$ cat config.mk
export PLATFORM = sky130hd
export DESIGN_NAME = load_issue_unit_flat
export DESIGN_NICKNAME = d
export VERILOG_FILES = /design/src/rtl/lsu_pkg.sv /design/src/rtl/load_issue_unit_if.sv /design/src/rtl/load_response_fifo.sv /design/src/rtl/load_response_fifo_chk.sv /design/src/rtl/load_issue_unit.sv /design/src/flat_wrapper.sv
export SDC_FILE = /design/constraint.sdc
export NUM_CORES = 1
export LEC_CHECK = 0
export CAP_MARGIN = 10
export CORE_AREA = 2 2 315 317
export CTS_BUF_LIST = sky130_fd_sc_hd__clkbuf_8
export DETAILED_ROUTE_END_ITERATION = 8
export DIE_AREA = 0 0 317 319
export MAX_ROUTING_LAYER = met4
export PLACE_DENSITY = 0.43
export SETUP_SLACK_MARGIN = 0.3
export SLEW_MARGIN = 5
export SYNTH_ARGS = -nofsm -noshare
export SYNTH_HDL_FRONTEND = slang
export SYNTH_SLANG_ARGS = --single-unit
$ cat constraint.sdc
create_clock -name clk -period 5.9 [get_ports clk]
set_input_delay 0.885 -clock clk [delete_from_list [all_inputs] [get_ports clk]]
set_output_delay 0.885 -clock clk [all_outputs]
set_load 0.01 [all_outputs]
$ cat src/rtl/lsu_pkg.sv
// Shared LSU definitions: load queue entry layout, sizing constants and the
// load issue FSM state encoding.
package lsu_pkg;

    localparam int XLEN          = 32;
    localparam int ROB_TAG_WIDTH = 6;
    localparam int LDQ_SIZE      = 16;
    localparam int STQ_SIZE      = 8;

    typedef struct packed {
        logic                     valid;
        logic                     address_valid;
        logic                     executed;
        logic                     order_fail;
        logic [XLEN-1:0]          address;
        logic [ROB_TAG_WIDTH-1:0] rob_tag;
    } load_queue_entry;

    typedef enum logic [0:0] {
        IDLE = 1'b0,
        REQ  = 1'b1
    } issue_state_t;

endpackage

$ cat src/rtl/load_issue_unit_if.sv
// Data memory request/response channel between the load issue unit (master)
// and the data cache (slave).
interface load_issue_unit_if;
    import lsu_pkg::*;

    logic                     mem_req_valid;
    logic                     mem_req_ready;
    logic [XLEN-1:0]          mem_req_addr;
    logic [ROB_TAG_WIDTH-1:0] mem_req_rob_tag;
    logic                     mem_resp_valid;
    logic [XLEN-1:0]          mem_resp_data;
    logic [ROB_TAG_WIDTH-1:0] mem_resp_rob_tag;

    modport master (
        output mem_req_valid, mem_req_addr, mem_req_rob_tag,
        input  mem_req_ready, mem_resp_valid, mem_resp_data, mem_resp_rob_tag
    );

    modport slave (
        input  mem_req_valid, mem_req_addr, mem_req_rob_tag,
        output mem_req_ready, mem_resp_valid, mem_resp_data, mem_resp_rob_tag
    );

endinterface

$ cat src/rtl/load_response_fifo.sv
// Circular response buffer with no bypass; head output reads zero while empty
// so nothing stale reaches the CDB.
module load_response_fifo #(
    parameter int WIDTH = 8,
    parameter int DEPTH = 4
) (
    input  logic             clk,
    input  logic             rst_n,
    input  logic             push,
    input  logic [WIDTH-1:0] push_data,
    input  logic             pop,
    output logic [WIDTH-1:0] head_data,
    output logic             full,
    output logic             empty
);

    localparam int PTR_W = $clog2(DEPTH);
    localparam logic [PTR_W:0] FULL_COUNT = (PTR_W + 1)'(DEPTH);

    logic [WIDTH-1:0] mem_r [DEPTH];
    logic [PTR_W-1:0] wr_ptr_r;
    logic [PTR_W-1:0] rd_ptr_r;
    logic [PTR_W:0]   count_r;
    logic             do_push_s;
    logic             do_pop_s;

    assign full      = (count_r == FULL_COUNT);
    assign empty     = (count_r == {(PTR_W + 1){1'b0}});
    assign do_push_s = push && !full;
    assign do_pop_s  = pop && !empty;
    assign head_data = empty ? {WIDTH{1'b0}} : mem_r[rd_ptr_r];

    // Storage array; contents are don't-care until written
    always_ff @(posedge clk) begin
        if (do_push_s) begin
            mem_r[wr_ptr_r] <= push_data;
        end
    end

    // Pointers wrap naturally since DEPTH is a power of two
    always_ff @(posedge clk or negedge rst_n) begin
        if (!rst_n) begin
            wr_ptr_r <= {PTR_W{1'b0}};
            rd_ptr_r <= {PTR_W{1'b0}};
            count_r  <= {(PTR_W + 1){1'b0}};
        end else begin
            if (do_push_s) begin
                wr_ptr_r <= wr_ptr_r + PTR_W'(1);
            end
            if (do_pop_s) begin
                rd_ptr_r <= rd_ptr_r + PTR_W'(1);
            end
            case ({do_push_s, do_pop_s})
                2'b10:   count_r <= count_r + (PTR_W + 1)'(1);
                2'b01:   count_r <= count_r - (PTR_W + 1)'(1);
                default: count_r <= count_r;
            endcase
        end
    end

    load_response_fifo_chk u_chk (
        .clk   (clk),
        .rst_n (rst_n),
        .push  (push),
        .pop   (pop),
        .full  (full),
        .empty (empty)
    );

endmodule

$ cat src/rtl/load_response_fifo_chk.sv
// Protocol checker for load_response_fifo: no push when full, no pop when empty.
module load_response_fifo_chk (
    input logic clk,
    input logic rst_n,
    input logic push,
    input logic pop,
    input logic full,
    input logic empty
);

    a_no_overflow: assert property (@(posedge clk) disable iff (!rst_n) !(push && full))
        else $error("load_response_fifo: push while full");

    a_no_underflow: assert property (@(posedge clk) disable iff (!rst_n) !(pop && empty))
        else $error("load_response_fifo: pop while empty");

endmodule

$ cat src/rtl/load_issue_unit.sv
// Picks the oldest ready load from the LDQ, issues it to data memory, and
// buffers responses for broadcast on the CDB.
module load_issue_unit
    import lsu_pkg::*;
#(
    parameter int MAX_OUTSTANDING = 4
) (
    input  logic                         clk,
    input  logic                         reset,
    input  load_queue_entry              load_queue_entries [LDQ_SIZE],
    input  logic [$clog2(LDQ_SIZE)-1:0]  head,
    load_issue_unit_if.master            mem,
    output logic                         load_executed,
    output logic [ROB_TAG_WIDTH-1:0]     load_executed_rob_tag,
    output logic                         load_succeeded,
    output logic [ROB_TAG_WIDTH-1:0]     load_succeeded_rob_tag,
    output logic                         cdb_valid,
    output logic [XLEN-1:0]              cdb_data,
    output logic [ROB_TAG_WIDTH-1:0]     cdb_rob_tag,
    input  logic                         cdb_ready
);

    localparam int IDX_W = $clog2(LDQ_SIZE);
    localparam int CNT_W = $clog2(MAX_OUTSTANDING) + 1;
    localparam logic [CNT_W-1:0] CAP = CNT_W'(MAX_OUTSTANDING);

    typedef struct packed {
        logic             found;
        logic [IDX_W-1:0] idx;
    } pick_t;

    // First eligible entry walking from start with wrap-around
    function automatic pick_t pick_oldest(input load_queue_entry entries [LDQ_SIZE],
                                          input logic [IDX_W-1:0] start);
        pick_t            pick;
        logic [IDX_W-1:0] idx;
        load_queue_entry  e;
        pick.found = 1'b0;
        pick.idx   = {IDX_W{1'b0}};
        for (int i = 0; i < LDQ_SIZE; i++) begin
            idx = start + IDX_W'(i);
            e   = entries[idx];
            if (!pick.found && e.valid && e.address_valid && !e.executed && !e.order_fail) begin
                pick.found = 1'b1;
                pick.idx   = idx;
            end
        end
        return pick;
    endfunction

    issue_state_t             state_r;
    issue_state_t             state_nxt_s;
    pick_t                    pick_s;
    logic                     latch_s;
    logic                     handshake_s;
    logic [XLEN-1:0]          req_addr_r;
    logic [ROB_TAG_WIDTH-1:0] req_tag_r;
    logic [CNT_W-1:0]         outstanding_r;
    logic                     pop_s;
    logic                     dec_s;
    logic                     fifo_full_s;
    logic                     fifo_empty_s;
    logic [XLEN+ROB_TAG_WIDTH-1:0] fifo_head_s;

    assign pick_s = pick_oldest(load_queue_entries, head);

    // Next-state and handshake decode for the issue FSM
    always_comb begin
        state_nxt_s = state_r;
        latch_s     = 1'b0;
        handshake_s = 1'b0;
        case (state_r)
            IDLE: begin
                if (pick_s.found && (outstanding_r < CAP)) begin
                    latch_s     = 1'b1;
                    state_nxt_s = REQ;
                end else begin
                    state_nxt_s = IDLE;
                end
            end
            REQ: begin
                if (mem.mem_req_ready) begin
                    handshake_s = 1'b1;
                    state_nxt_s = IDLE;
                end else begin
                    state_nxt_s = REQ;
                end
            end
            default: state_nxt_s = IDLE;
        endcase
    end

    // FSM state and request fields, held stable while in REQ
    always_ff @(posedge clk or negedge reset) begin
        if (!reset) begin
            state_r    <= IDLE;
            req_addr_r <= {XLEN{1'b0}};
            req_tag_r  <= {ROB_TAG_WIDTH{1'b0}};
        end else begin
            state_r <= state_nxt_s;
            if (latch_s) begin
                req_addr_r <= load_queue_entries[pick_s.idx].address;
                req_tag_r  <= load_queue_entries[pick_s.idx].rob_tag;
            end
        end
    end

    // A pop with no recorded issue (e.g. a pre-reset response) must not underflow
    assign pop_s = cdb_valid && cdb_ready;
    assign dec_s = pop_s && (outstanding_r != {CNT_W{1'b0}});

    // Loads issued but not yet broadcast on the CDB
    always_ff @(posedge clk or negedge reset) begin
        if (!reset) begin
            outstanding_r <= {CNT_W{1'b0}};
        end else begin
            case ({handshake_s, dec_s})
                2'b10:   outstanding_r <= outstanding_r + CNT_W'(1);
                2'b01:   outstanding_r <= outstanding_r - CNT_W'(1);
                default: outstanding_r <= outstanding_r;
            endcase
        end
    end

    assign mem.mem_req_valid   = (state_r == REQ);
    assign mem.mem_req_addr    = req_addr_r;
    assign mem.mem_req_rob_tag = req_tag_r;

    assign load_executed          = handshake_s;
    assign load_executed_rob_tag  = handshake_s ? req_tag_r : {ROB_TAG_WIDTH{1'b0}};
    assign load_succeeded         = mem.mem_resp_valid && reset;
    assign load_succeeded_rob_tag = load_succeeded ? mem.mem_resp_rob_tag : {ROB_TAG_WIDTH{1'b0}};

    load_response_fifo #(
        .WIDTH (XLEN + ROB_TAG_WIDTH),
        .DEPTH (MAX_OUTSTANDING)
    ) u_resp_fifo (
        .clk       (clk),
        .rst_n     (reset),
        .push      (mem.mem_resp_valid),
        .push_data ({mem.mem_resp_data, mem.mem_resp_rob_tag}),
        .pop       (pop_s),
        .head_data (fifo_head_s),
        .full      (fifo_full_s),
        .empty     (fifo_empty_s)
    );

    assign cdb_valid   = !fifo_empty_s;
    assign cdb_data    = fifo_head_s[XLEN+ROB_TAG_WIDTH-1:ROB_TAG_WIDTH];
    assign cdb_rob_tag = fifo_head_s[ROB_TAG_WIDTH-1:0];

endmodule

$ cat src/flat_wrapper.sv
// flat-port wrapper written by rule: the top's interface ports become plain ports
module load_issue_unit_flat import lsu_pkg::*;
#(
    parameter int MAX_OUTSTANDING = 4
)
  (clk, reset, load_queue_entries, head, load_executed, load_executed_rob_tag, load_succeeded, load_succeeded_rob_tag, cdb_valid, cdb_data, cdb_rob_tag, cdb_ready, mem_mem_req_valid, mem_mem_req_addr, mem_mem_req_rob_tag, mem_mem_req_ready, mem_mem_resp_valid, mem_mem_resp_data, mem_mem_resp_rob_tag);
  load_issue_unit_if mem_i ();
  input  logic clk;
  input  logic reset;
  input  load_queue_entry load_queue_entries[LDQ_SIZE];
  input  logic [$clog2(LDQ_SIZE)-1:0] head;
  output logic load_executed;
  output logic [ROB_TAG_WIDTH-1:0] load_executed_rob_tag;
  output logic load_succeeded;
  output logic [ROB_TAG_WIDTH-1:0] load_succeeded_rob_tag;
  output logic cdb_valid;
  output logic [XLEN-1:0] cdb_data;
  output logic [ROB_TAG_WIDTH-1:0] cdb_rob_tag;
  input  logic cdb_ready;
  output wire logic [$bits(mem_i.mem_req_valid)-1:0] mem_mem_req_valid;
  output wire logic [$bits(mem_i.mem_req_addr)-1:0] mem_mem_req_addr;
  output wire logic [$bits(mem_i.mem_req_rob_tag)-1:0] mem_mem_req_rob_tag;
  input wire logic [$bits(mem_i.mem_req_ready)-1:0] mem_mem_req_ready;
  input wire logic [$bits(mem_i.mem_resp_valid)-1:0] mem_mem_resp_valid;
  input wire logic [$bits(mem_i.mem_resp_data)-1:0] mem_mem_resp_data;
  input wire logic [$bits(mem_i.mem_resp_rob_tag)-1:0] mem_mem_resp_rob_tag;
  assign mem_mem_req_valid = mem_i.mem_req_valid;
  assign mem_mem_req_addr = mem_i.mem_req_addr;
  assign mem_mem_req_rob_tag = mem_i.mem_req_rob_tag;
  assign mem_i.mem_req_ready = mem_mem_req_ready;
  assign mem_i.mem_resp_valid = mem_mem_resp_valid;
  assign mem_i.mem_resp_data = mem_mem_resp_data;
  assign mem_i.mem_resp_rob_tag = mem_mem_resp_rob_tag;
  load_issue_unit #(.MAX_OUTSTANDING(MAX_OUTSTANDING)) u_core (.clk(clk), .reset(reset), .load_queue_entries(load_queue_entries), .head(head), .mem(mem_i), .load_executed(load_executed), .load_executed_rob_tag(load_executed_rob_tag), .load_succeeded(load_succeeded), .load_succeeded_rob_tag(load_succeeded_rob_tag), .cdb_valid(cdb_valid), .cdb_data(cdb_data), .cdb_rob_tag(cdb_rob_tag), .cdb_ready(cdb_ready));
endmodule
# After elaboration in Yosys (flattened, before gate mapping)
# Memories as Yosys holds them, arrays and structs flattened.
# Index checks and enable logic that the tools add are counted.
dict set report classes {
  n_addsub 21
  n_lt_le_gt_ge 18
  eq_ne 5
  n_mux 80
  bitwise 18
  n_reduce_logical 122
}
# cell n
set op_table {}
lappend op_table {{42-bit binary-select mux with 4-bit select} 17}
lappend op_table {{42-bit two-way mux} 32}
lappend op_table {{38-bit two-way mux} 3}
lappend op_table {{5-bit greater-or-equal comparator (second input constant)} 17}
lappend op_table {{4-bit NOT with 5-bit output} 17}
lappend op_table {{5-bit two-way mux} 16}
lappend op_table {{1-bit logical AND} 69}
lappend op_table {{1-bit logical NOT} 49}
lappend op_table {{4-bit adder (second input constant)} 8}
lappend op_table {{4-bit by 3-bit adder with 4-bit output (second input constant)} 4}
lappend op_table {{6-bit two-way mux} 2}
lappend op_table {{3-bit case mux with 2 select lines} 2}
lappend op_table {{4-bit by 2-bit adder with 4-bit output (second input constant)} 2}
lappend op_table {{1-bit two-way mux} 7}
lappend op_table {{3-bit by 1-bit adder with 3-bit output (second input constant)} 2}
lappend op_table {{3-bit by 1-bit subtractor with 3-bit output (second input constant)} 2}
lappend op_table {{2-bit by 1-bit adder with 2-bit output (second input constant)} 2}
lappend op_table {{4-bit by 1-bit adder with 4-bit output (second input constant)} 1}
lappend op_table {{2-bit by 1-bit == test with 1-bit output (second input constant)} 2}
lappend op_table {{2-bit == test (second input constant)} 2}
lappend op_table {{2-bit nonzero test} 2}
lappend op_table {{3-bit == test (second input constant)} 1}
lappend op_table {{3-bit logical NOT} 1}
lappend op_table {{3-bit < comparator (second input constant)} 1}
lappend op_table {{other kinds (3)} 3}
dict set report word_totals {
  regBits 49
  mem_bits_rw 152
  in_bits 719
  output_inout_bits 92
  wordCells 272
  n_memories 1
}
# name words word_bits rd rd_clocked_by_memory_dff wr line
set mem_list {}
lappend mem_list {u_core.u_resp_fifo.mem_r 4 38 1 0 1 load_response_fifo.sv:20} ;# logic [WIDTH-1:0] mem_r [DEPTH];

# Depth between registers and ports, before layout
# Gate-level depths: netlist of the first run.
dict set report depth {
  word_depth 102
  mapped_depth 21
  mapped_depth_nobuf 14
}

# By module
# From an unflattened synthesis of the first run, not the netlist that was laid out.
dict set report unflattened {
  cells_unflattened 1808
  hier_area_um2 16276.9
}
# mod n_inst cells_each area_per_inst_um2
set by_module_without_submodules {}
lappend by_module_without_submodules {load_issue_unit 1 1529 10068.4}
lappend by_module_without_submodules {load_response_fifo 1 279 6208.5}

# Worst setup path before layout of the first run
# No wires, ideal clock.
dict set report synth_path {
  path_kind {input-to-reg}
  start {input head[1]}
  end {register u_core.req_addr_r[12] (netlist: u_core.mem.mem_req_addr[12])}
  t_arrival_ns 5.008
  required_time_ns 5.762
  path_slack_ns 0.755
  path_stages 19
  n_path_buf 5
  path_cell_list {inv_2 -> buf_4 -> ha_1 -> buf_2 -> nand2_1 -> o22ai_1 -> or2_1 -> mux4_2 -> nor2_1 -> nand3_4 -> or4_4 -> and2_0 -> a32oi_1 -> buf_4 -> buf_12 -> buf_12 -> mux4_1 -> a22oi_1 -> a31oi_1}
}
dict set report synth_via {
  elab_chain_len 102
  word_cells_on_any_way 212
  classes_between {add/sub (15); mux (69); bitwise (17); reduce/logical (111)}
}
# item line
set synth_lines {}
lappend synth_lines {{start: declaration} flat_wrapper.sv:11} ;# input logic [$clog2(LDQ_SIZE)-1:0] head;
lappend synth_lines {{branches (longest 97 deep; another with 4-bit by 1-bit adder with 4-bit output)} --}
lappend synth_lines {{5-bit two-way mux *} load_issue_unit.sv:43} ;# if (!pick.found && e.valid && e.address_valid && !e.executed && !e.order_fail) begin
lappend synth_lines {{4-bit NOT with 5-bit output (implied by the code)} load_issue_unit.sv:102} ;# req_addr_r <= load_queue_entries[pick_s.idx].address;
lappend synth_lines {{42-bit binary-select mux with 4-bit select} load_issue_unit.sv:102}
lappend synth_lines {{38-bit two-way mux (implied by the code) (2 in series)} load_issue_unit.sv:102}
lappend synth_lines {{end signal: assignment} load_issue_unit.sv:97} ;# req_addr_r <= {XLEN{1'b0}};
lappend synth_lines {{end signal: assignment} load_issue_unit.sv:102}
lappend synth_lines {{end: declaration} load_issue_unit.sv:56} ;# logic [XLEN-1:0] req_addr_r;
# Every way passes the cells marked *. The select of a mux whose other input is x is not followed.
# A chain may end at the register's enable or synchronous reset.

# Worst setup path in the final report of the first run
dict set report layout_path {
  start {input head[0]}
  end {register u_core.req_addr_r[11] (netlist: u_core.mem.mem_req_addr[11])}
}
# Same word-level chain as after synthesis.

==> results.ini, run 1 <==
[run_status]
outcome=finished clean

[critical_path]
critical_path.cell_chain=clkdlybuf4s50_1, inv_2, ha_2, or2_1, o22ai_1, or2_1, mux4_2, nor2_1, nand3_4, or4_4, and2_0, a32oi_4, buf_12, buf_4, buf_4, mux4_2, a22oi_1, a31oi_1
crit_family=simple AND/OR/NAND/NOR gates
path_buf_inv=5
crit_fanout=10
endpoint_kind=flop
critPathSlowestCell=mux4_2
start_kind=primary input
critPathArrivalTime_ns=5.91
critPathKind=primary input to flop
worstPathRequired_ns=6.35
cp_slowest_stage_delay_ns=0.55

[pwr]
ir_worst_vdd_uv=232.6
power_density_nw_per_um2=326.8
p_leak_uw=0.009312

[finish]
drive_gt1_share_pct=22.84
syn2layout_area_growth_pct=76.16
utilization_pct=27.42
fin_area_um2=26790
final_common_cell=clkdlybuf4s50_1
nets=2748
layout_common_cells=clkdlybuf4s50_1, mux4_2, edfxtp_1

[timing]
fmax_mhz=183.1
grt_setup_unrepaired=no
fin_crit_sh_pct=92.55
finalClockSkew_ns=0.05366
setup_viol=0
worstMarginPinSlew_ns=1.118
fin_crit_ns=5.460
maxSlewHeadroom_pct=25.48
hold_viol_final=0
drv_slew=0

[placement]
place_congestion=0.9090
port_buffers=810
dpl_cell_area_um2=25770
hpwl_um=78840

[synthesis]
yosysSeqAreaShare_pct=38.07
synth.avg_cell_area_um2=14.03
yosys_warnings=0
synth_edf_count=152
synthCells=1084
netlist_area_um2=15210
synth_cell_types=94
ys_ff_latch=201
synth_flop_cell=edfxtp_1
synthArstFlopShare_pct=24.38
synth_nets=1818

[global_route]
grtUsageTotal_pct=18.32
grt_pass1_wl_um=125500
antenna_found_initial=39
grt_max_degree=68
grt_overflow=0
grt_pass1_vias=16090

[floorplanning]
die_h_um=319
core.rowCount=115
fp.dieW_um=317
dieArea_um2=101100
initial_core_util_pct=15.57
io-pin-count=811
core_area_um2=97700

[cts]
cts_buffers=43
clock_latency_ns=0.62
tritoncts=yes
cts_sinks=201
clk_pin_slew_ns=0.06
clockRootBuffer=clkbuf_8
ctsHtreeMaxLevel=2
clk_path_buf_depth=3

[route]
dr_total_vias=14630
drtAntennaViolNets=0
dr.pass1.iters=5
drc_errors=0
drt_iter0_markers=1031
vias_per_cell=4.347
wl_um=93500
wl_per_cell_um=27.79

[worst_hold_path]
min_path_type=primary input to async pin

[run]
maxCapViolations=0

[cell usage after synthesis, drive strengths merged (3+ instances only)]
master / n / area share (%)
a211oi: 3 / 0.15
a21boi: 3 / 0.17
a21o: 5 / 0.25
a21oi: 14 / 0.49
a22oi: 76 / 3.8
a31oi: 45 / 1.9
a32o: 4 / 0.26
and2: 50 / 2.1
and3: 17 / 0.70
buf: 52 / 3.1
clkbuf: 31 / 1.1
dfrtp: 49 / 8.1
dlygate4sd1: 3 / 0.17
edfxtp: 152 / 30
ha: 13 / 1.1
inv: 22 / 0.54
mux2i: 9 / 0.67
mux4: 209 / 31
nand2: 29 / 0.72
nand2b: 13 / 0.53
nand3: 12 / 0.51
nand3b: 3 / 0.15
nand4: 5 / 0.30
nand4b: 4 / 0.23
nand4bb: 10 / 0.74
nor2: 71 / 1.8
nor2b: 20 / 0.82
nor3: 9 / 0.33
nor3b: 4 / 0.20
nor4b: 3 / 0.27
nor4bb: 6 / 0.39
o211ai: 5 / 0.25
o21a: 3 / 0.16
o21ai: 33 / 1.1
o22ai: 14 / 0.58
o2bb2ai: 4 / 0.23
o31ai: 3 / 0.18
o32a: 3 / 0.20
or2: 7 / 0.29
or2b: 3 / 0.15
or3: 3 / 0.12
or4bb: 5 / 0.37
xnor2: 10 / 0.58
xor2: 12 / 0.74
[registers in the layout (all words and copies together), names as in the netlist]
signal and count:
u_core.mem.mem_req_valid 1, u_core.u_resp_fifo.wr_ptr_r 2, u_core.mem.mem_req_rob_tag 6, u_core.u_resp_fifo.mem_r 152, u_core.u_resp_fifo.count_r 3, u_core.outstanding_r 3
u_core.mem.mem_req_addr 32, u_core.u_resp_fifo.rd_ptr_r 2
[kinds of logic (layout without fill, tap and decap cells)]
family                   count (synthesis)  after routing  share of synthesized area, %
multiplexers                           219            219                         32.09
AND/OR/NAND/NOR                        281            281                         11.02
AO/OA/AOI/OAI                          236            236                         11.07
adder cells (fa/ha/maj)                 15             15                         1.333
flip-flops                             201            201                         38.07
other                                    0             29                             0
buffers and inverters                  110           1075                         5.092
XOR/XNOR                                22             22                         1.316
[stage by stage]
step           setup TNS, ns  cells  power (µW)  hold WS (ns)  setup slack [ns]
2_1_floorplan              0   1084        4582        0.4552            0.7549
3_3_place_gp          -7.009   3255        7231        0.4735           -0.6101
3_5_place_dp          -10.13   3255        7255        0.4880           -0.6522
4_1_cts                    0   3336        8961        0.1570            0.3684
5_1_grt                    0   3358        9290        0.1935            0.3083
6_report                   0   3365        8756        0.2385            0.4396
[area by class of cell]
| cell class | count | area [µm²] |
|---|---|---|
| Multi-Input combinational cell | 773 | 8735 |
| Antenna cell | 29 | 72.57 |
| Tap cell | 1287 | 1610 |
| Inverter | 22 | 82.58 |
| Fill cell | 10100 | 70910 |
| Timing Repair Buffer | 973 | 9604 |
| Clock inverter | 36 | 287.8 |
| Sequential cell | 201 | 5793 |
| Clock buffer | 44 | 605.6 |
[power by group]
part / internal [µW] / switching, µW
clock network: 885 / 721
logic: 2620 / 2260
registers: 1940 / 330
[worst paths after layout]
kind	cells after the start	end	slack, ns	start
worst max-delay path	18	u_core.mem.mem_req_addr[11]$_DFFE_PN0P_	0.44	head[0]
worst min-delay path	1	u_core.mem.mem_req_addr[1]$_DFFE_PN0P_	0.24	reset
worst max register to register	9	u_core.outstanding_r[2]$_DFFE_PN0P_	3.22	u_core.u_resp_fifo.count_r[0]$_DFFE_PN0P_
worst min register to register	1	u_core.u_resp_fifo.count_r[0]$_DFFE_PN0P_	0.50	u_core.u_resp_fifo.count_r[0]$_DFFE_PN0P_
max in group asynchronous	2	u_core.mem.mem_req_addr[28]$_DFFE_PN0P_	4.69	reset
min in group clk	1	u_core.u_resp_fifo.count_r[0]$_DFFE_PN0P_	0.50	u_core.u_resp_fifo.count_r[0]$_DFFE_PN0P_
[what timing repair did]
item	in CTS	in global routing
gates resized for setup	4	5
setup endpoints to repair	6	30
setup buffers	1	0
pin swaps	1	1
hold buffers	0	0
[routing by layer]
metal  global-route usage [%]  routed length [µm]  up-vias
li1                         -                   -     6475
met2                    30.42               45320      759
met4                    4.853                2264        0
met1                    21.28               37530     7296
met3                    5.703                8386       96
met5                        -                   0        -
Power figures use the tool's default switching activity.
==> run 2, diff against run 1 <==
ABC_CLOCK_PERIOD_IN_PS = 5900   (was not set)
==> results of run 2 <==
The final DEF is identical to that of run 1; final timing and power are the same.
